==> config.mk <==
export PLATFORM = sky130hd
export DESIGN_NAME = regfile_sb
export DESIGN_NICKNAME = d
export VERILOG_FILES = /design/src/rtl/regfile_pkg.sv /design/src/rtl/regfile_sb_scoreboard.sv /design/src/rtl/regfile_sb.sv
export SDC_FILE = /design/constraint.sdc
export NUM_CORES = 2
export LEC_CHECK = 0
export ABC_AREA = 1
export BUFFER_PORTS_ARGS = -buffer_cell sky130_fd_sc_hd__buf_2
export CAP_MARGIN = 20
export CELL_PAD_IN_SITES_DETAIL_PLACEMENT = 1
export CELL_PAD_IN_SITES_GLOBAL_PLACEMENT = 1
export CORE_MARGIN = 2
export CORE_UTILIZATION = 50
export CTS_BUF_LIST = sky130_fd_sc_hd__clkbuf_8 sky130_fd_sc_hd__clkbuf_16
export CTS_CLUSTER_SIZE = 20
export DETAILED_ROUTE_END_ITERATION = 10
export GPL_TIMING_DRIVEN = 1
export PLACE_DENSITY_LB_ADDON = 0.1
export SYNTH_ARGS = -nofsm -noshare
export SYNTH_HDL_FRONTEND = slang
export SYNTH_SLANG_ARGS = --single-unit
==> constraint.sdc <==
create_clock -name clock -period 4.44 [get_ports clock]
set_input_delay 0.222 -clock clock [delete_from_list [all_inputs] [get_ports clock]]
set_output_delay 0.222 -clock clock [all_outputs]
set_load 0.03 [all_outputs]
==> src/rtl/regfile_pkg.sv <==
// Shared constants for the scoreboarded register file.
package regfile_pkg;

   localparam int DEF_DATA_W = 32;
   localparam int DEF_ADDR_W = 5;
   localparam int DEF_NUM_RD = 2;
   localparam int ZERO_IDX   = 0;

   // Jump-and-link always targets the highest register of the file.
   function automatic int link_index(input int addr_w);
      return (32'sd1 << addr_w) - 32'sd1;
   endfunction

   localparam int DEF_LINK_IDX = link_index(DEF_ADDR_W);

endpackage

==> src/rtl/regfile_sb_scoreboard.sv <==
// Pending-load scoreboard and read-port stall detection for regfile_sb.
// Honours REGFILE_SB_BYPASS_EN: when defined, a register written this cycle does not stall.
module regfile_sb_scoreboard
   import regfile_pkg::*;
#(
   parameter int ADDR_W = DEF_ADDR_W,
   parameter int NUM_RD = DEF_NUM_RD
) (
   input  logic                     clk_i,
   input  logic                     rst_i,
   input  logic                     sb_set_i,
   input  logic [ADDR_W-1:0]        sb_addr_i,
   input  logic                     wr_fire_i,
   input  logic [ADDR_W-1:0]        wr_idx_i,
   input  logic [NUM_RD*ADDR_W-1:0] rd_addr_i,
   output logic                     stall_o,
   output logic [(2**ADDR_W)-1:0]   pending_o
);

   localparam int DEPTH = 2**ADDR_W;

   logic [DEPTH-1:0] pending_q;
   logic [DEPTH-1:0] pending_d;
   logic             stall_s;

   // Next pending vector: write-back clears, a newly issued load sets and wins.
   always_comb begin
      pending_d = pending_q;
      pending_d[wr_idx_i] = wr_fire_i ? 1'b0 : pending_q[wr_idx_i];
      pending_d[sb_addr_i] = (sb_set_i && (sb_addr_i != ADDR_W'(ZERO_IDX))) ?
                             1'b1 : pending_d[sb_addr_i];
      pending_d[ZERO_IDX] = 1'b0;
   end

   // Pending vector register.
   always_ff @(posedge clk_i) begin
      if (rst_i) begin
         pending_q <= '0;
      end else begin
         pending_q <= pending_d;
      end
   end

   // Stall when any read port needs a register whose load has not returned.
   always_comb begin
      stall_s = 1'b0;
      for (int i = 0; i < NUM_RD; i++) begin
`ifdef REGFILE_SB_BYPASS_EN
         stall_s = stall_s |
                   (pending_q[rd_addr_i[i*ADDR_W +: ADDR_W]] &
                    ~(wr_fire_i & (wr_idx_i == rd_addr_i[i*ADDR_W +: ADDR_W])));
`else
         stall_s = stall_s | pending_q[rd_addr_i[i*ADDR_W +: ADDR_W]];
`endif
      end
   end

   assign stall_o   = stall_s;
   assign pending_o = pending_q;

endmodule

==> src/rtl/regfile_sb.sv <==
// Multi-read-port register file with load scoreboard and link-register write.
// Define REGFILE_SB_BYPASS_EN to forward same-cycle write data to the read ports.
module regfile_sb
   import regfile_pkg::*;
#(
   parameter int DATA_W = DEF_DATA_W,
   parameter int ADDR_W = DEF_ADDR_W,
   parameter int NUM_RD = DEF_NUM_RD
) (
   input  logic                     clock,
   input  logic                     reset,
   input  logic [NUM_RD*ADDR_W-1:0] rd_addr,
   output logic [NUM_RD*DATA_W-1:0] rd_data,
   input  logic                     wr_en,
   input  logic [ADDR_W-1:0]        wr_addr,
   input  logic [DATA_W-1:0]        wr_data,
   input  logic                     link_en,
   input  logic [DATA_W-1:0]        link_data,
   input  logic                     sb_set,
   input  logic [ADDR_W-1:0]        sb_addr,
   output logic                     stall,
   output logic [(2**ADDR_W)-1:0]   pending
);

   localparam int               DEPTH    = 2**ADDR_W;
   localparam logic [ADDR_W-1:0] LINK_IDX = ADDR_W'(link_index(ADDR_W));

   logic [DATA_W-1:0] mem_q [DEPTH];
   logic [ADDR_W-1:0] wr_idx_s;
   logic [DATA_W-1:0] wr_val_s;
   logic              wr_fire_s;

   // Resolve the effective write; link overrides the normal write-back port.
   always_comb begin
      if (link_en) begin
         wr_idx_s = LINK_IDX;
         wr_val_s = link_data;
      end else begin
         wr_idx_s = wr_addr;
         wr_val_s = wr_data;
      end
      wr_fire_s = (wr_en | link_en) & ~reset & (wr_idx_s != ADDR_W'(ZERO_IDX));
   end

   // Storage array; register 0 is never written and is masked on read.
   always_ff @(posedge clock) begin
      if (reset) begin
         for (int j = 0; j < DEPTH; j++) begin
            mem_q[j] <= '0;
         end
      end else if (wr_fire_s) begin
         mem_q[wr_idx_s] <= wr_val_s;
      end else begin
         mem_q[wr_idx_s] <= mem_q[wr_idx_s];
      end
   end

   // Combinational read muxes.
   always_comb begin
      rd_data = '0;
      for (int i = 0; i < NUM_RD; i++) begin
         if (rd_addr[i*ADDR_W +: ADDR_W] == ADDR_W'(ZERO_IDX)) begin
            rd_data[i*DATA_W +: DATA_W] = '0;
`ifdef REGFILE_SB_BYPASS_EN
         end else if (wr_fire_s && (rd_addr[i*ADDR_W +: ADDR_W] == wr_idx_s)) begin
            rd_data[i*DATA_W +: DATA_W] = wr_val_s;
`endif
         end else begin
            rd_data[i*DATA_W +: DATA_W] = mem_q[rd_addr[i*ADDR_W +: ADDR_W]];
         end
      end
   end

   regfile_sb_scoreboard #(
      .ADDR_W (ADDR_W),
      .NUM_RD (NUM_RD)
   ) u_scoreboard (
      .clk_i     (clock),
      .rst_i     (reset),
      .sb_set_i  (sb_set),
      .sb_addr_i (sb_addr),
      .wr_fire_i (wr_fire_s),
      .wr_idx_i  (wr_idx_s),
      .rd_addr_i (rd_addr),
      .stall_o   (stall),
      .pending_o (pending)
   );

endmodule

==> impl_metrics.toml <==
[hold_path]
worstHoldPathCells = 3
hp-start = "wr_data[27]"
whs_endpoint = "mem_q[28][27]"
hp-class = "in -> reg"

[layout]
register_area_sq_um = 31400
drive_gt1_share_pct = 10.5
area_growth_pct = 12.8
diodes = 0
fin_util_pct = 57.0
n_fill_cell = 12900
finalNetCount = 6586
multi_input_area_sq_um = 23200

[power_and_ir_drop]
powerDensity_nw_per_um2 = 397
p_seq_share_pct = 46.2
power.internal_mw = 18.1
power.leakage_nw = 23.4
vdd_drop_max_v = 0.000398
switching_share_pct = 29.1
pwr-share-clk_pct = 38.6
combPwrFrac_pct = 15.2
p_switching_mw = 7.45

[logic_synthesis]
synth_mux_area_share_pct = 0.562
yosysSeqAreaShare_pct = 55.0
synth_cell_type_count = 33
ys_ff_latch = 1055
postSynthAreaPerCell_sq_um = 8.65
synth_top_family_by_area = "compound AO/OA/AOI/OAI gates"
syn-cell-area_sq_um = 57000
synth_compound_area_share_pct = 19.9
synth_xor_area_share_pct = 0
synth_top_area_cell = "edfxtp_1"
ys_warn_count = 0
yosys.area.top_type_share_pct = 54.0
synthTopCellsByArea = "edfxtp_1, nor2_1, o21ai_0"
synth_simple_gate_area_share_pct = 19.0
synth_fa_ha_area_share_pct = 0
netlist_instances = 6592

[die]
num_rows = 123
dieWidth_um = 342
io_pins = 186
fp.coreArea_sq_um = 113000
initial_core_util_pct = 50.5
fp.dieH_um = 342
die_area_sq_um = 117000

[sta]
whs_ns = 0.0149
finClkSkew_ns = 0.0364
slew_headroom_pct = 22.9
clock.fmax_mhz = 286
hold_viol_final = 0
setup_viol_count_final = 0
fin_ws_ns = 0.944
setup_tns_ns = 0
rsz0062_at_grt = "no"
period_share_pct = 78.7
worstMarginPinSlew_ns = 1.15
period_needed_ns = 3.50
finalMaxSlewViolations = 0

[worst_setup_path]
reg2reg_to = "u_scoreboard.pending_o[22]"
cp.required_ns = 4.22
cp.arrival_ns = 3.27
timing.rr.start = "u_scoreboard.pending_o[8]"
endpoint_kind = "output port"
ff2ff_path_depth = 18
crit_type = "in -> out"
start_kind = "input port"
rrSetupSlack_ns = 1.19
cp_max_fo = 54

[detailed_routing]
drtAntennaViolNets = 0
vias_per_cell = 6.98
drt-total-wl_um = 260000
drtIter0Drc = 8013
wl_per_cell_um = 32.1
num_vias = 56500
dr.pass1.iters = 8
post-route-drc-count = 0

[global_routing]
antenna_found_initial = 0
grt-ovfl-total = 0
grt_pass1_vias = 57400
grt_first_pass_wirelength_um = 376000
grt_max_degree = 156
grt_util_all_layers_pct = 43.5

[place]
hpwl_um = 153000
io_buffers = 184
gp_congestion = 0.916
dp_slack_ns = 0.904

[clock_tree]
cts_max_level = 3
cts.clk_slew.worst_paths_ns = 0.06
clock_latency_ns = 0.74
cts_tree = "done"
root_buffer = "clkbuf_16"
postCtsSetupBuffers = 0
cts_buffer_depth = 3
cts_buffers = 116
clock_sinks = 1055

[job]
maxCapViolCount = 0

[outcome]
status = "completed"
-- power groups by stage --
stage               logic, mW  registers (mW)  clock network [mW]
floorplan                2.05            11.9                   0
global placement         3.57            12.0                   0
detailed placement       3.67            12.0                   0
CTS                      3.70            11.8                9.84
global route             4.01            11.9                10.2
finish                   3.87            11.8                9.86
-- layer usage --
layer  wire length [um]  GRT usage, %
met1              93900          56.0
met2             115000          66.5
met3              30300          7.99
met4              20400          30.9
met5                  0             0
-- cells by family after synthesis --
kind of cell,after synthesis
simple gates,2784
compound gates,1895
other cells,1
buf+inv,825
mux,32
flops,1055
-- cell type report --
type                    instances  area share [%]
clock buffers                 118            4.59
clock inverters                90            1.28
inverters                     147           0.928
multi-input cells            4744            36.1
flip-flops and latches       1055            48.8
well taps                    1500            2.92
repair buffers                433            5.44
-- flip-flops by register name (all words and copies together) (netlist names) --
register / cells
mem_q: 1024
u_scoreboard.pending_o: 31
-- metrics by stage --
stage	total power, mW	area, sq um	instances
floorplan	14.0	57100	6624
global placement	15.5	60100	7846
detailed placement	15.7	60200	7849
CTS	25.3	64000	8065
global route	26.1	64300	8087
finish	25.6	64300	8087
-- critical path, cell delays in order --
cell and delay (ns):
buf_8 0.19, inv_8 0.39, buf_12 0.27, buf_4 0.31
o21ai_0 0.14, o22ai_1 0.19, nor2_1 0.10, o311ai_0 0.68
nand2_1 0.10, a31oi_1 0.26, buf_2 0.25
-- Yosys cell counts --
library cell / instances
a211oi_1: 1
o21a_1: 4
buf_1: 35
nand3_1: 296
o311ai_0: 14
o21bai_1: 2
a31oi_1: 64
o221ai_1: 374
inv_1: 132
a32o_1: 10
nor2_1: 2157
or2_2: 4
clkbuf_1: 628
nor3_1: 6
o22ai_1: 102
a21oi_1: 136
buf_4: 3
mux2i_1: 32
o211ai_1: 14
nand2_1: 317
o21ai_0: 1144
buf_6: 1
inv_2: 10
a221oi_1: 3
o21ai_1: 2
buf_2: 11
nand4_1: 1
conb_1: 1
dfxtp_1: 31
edfxtp_1: 1024
a21boi_0: 25
nor2_2: 3
clkinv_1: 5
-- cells in the final DEF, fill, tap and decap left out, types with 5 or more instances in the layout --
cell / instances
buf_12: 46
nand3_1: 294
dfxtp_1: 31
a21boi_0: 25
bufinv_16: 15
nand2_1: 255
buf_4: 181
inv_2: 8
conb_1: 33
o311ai_0: 13
a32o_1: 10
a21oi_1: 136
nor2_1: 2156
buf_2: 176
clkinv_1: 29
o21ai_0: 1144
o22ai_1: 102
edfxtp_1: 1024
inv_1: 151
nor3_1: 6
dlygate4sd3_1: 23
clkbuf_16: 118
nand2_2: 62
clkinvlp_4: 5
mux2i_4: 32
o221ai_1: 374
inv_6: 6
o211ai_1: 14
clkinv_2: 15
a31oi_1: 64
-- what timing repair did --
item	CTS	global route
hold buffers	8	15
endpoints found under the hold margin	25	24
resized for setup	0	0
-- how the worst max path moves through the flow --
| stage | cells past startpoint | slack (ns) | startpoint | endpoint |
|---|---|---|---|---|
| after floorplan | 13 | 1.62 | link_en | mem_q[18][0] |
| after detailed placement | 22 | 0.90 | wr_addr[0] | u_scoreboard.pending_o[19] |
| after global placement | 21 | 0.95 | wr_addr[0] | u_scoreboard.pending_o[17] |
| final | 11 | 0.94 | rd_addr[5] | rd_data[54] |
| after global routing | 11 | 0.83 | rd_addr[5] | rd_data[54] |
| after CTS | 7 | 1.09 | mem_q[26][24] | rd_data[24] |
Note: power is estimated with default switching activity, not from simulation.
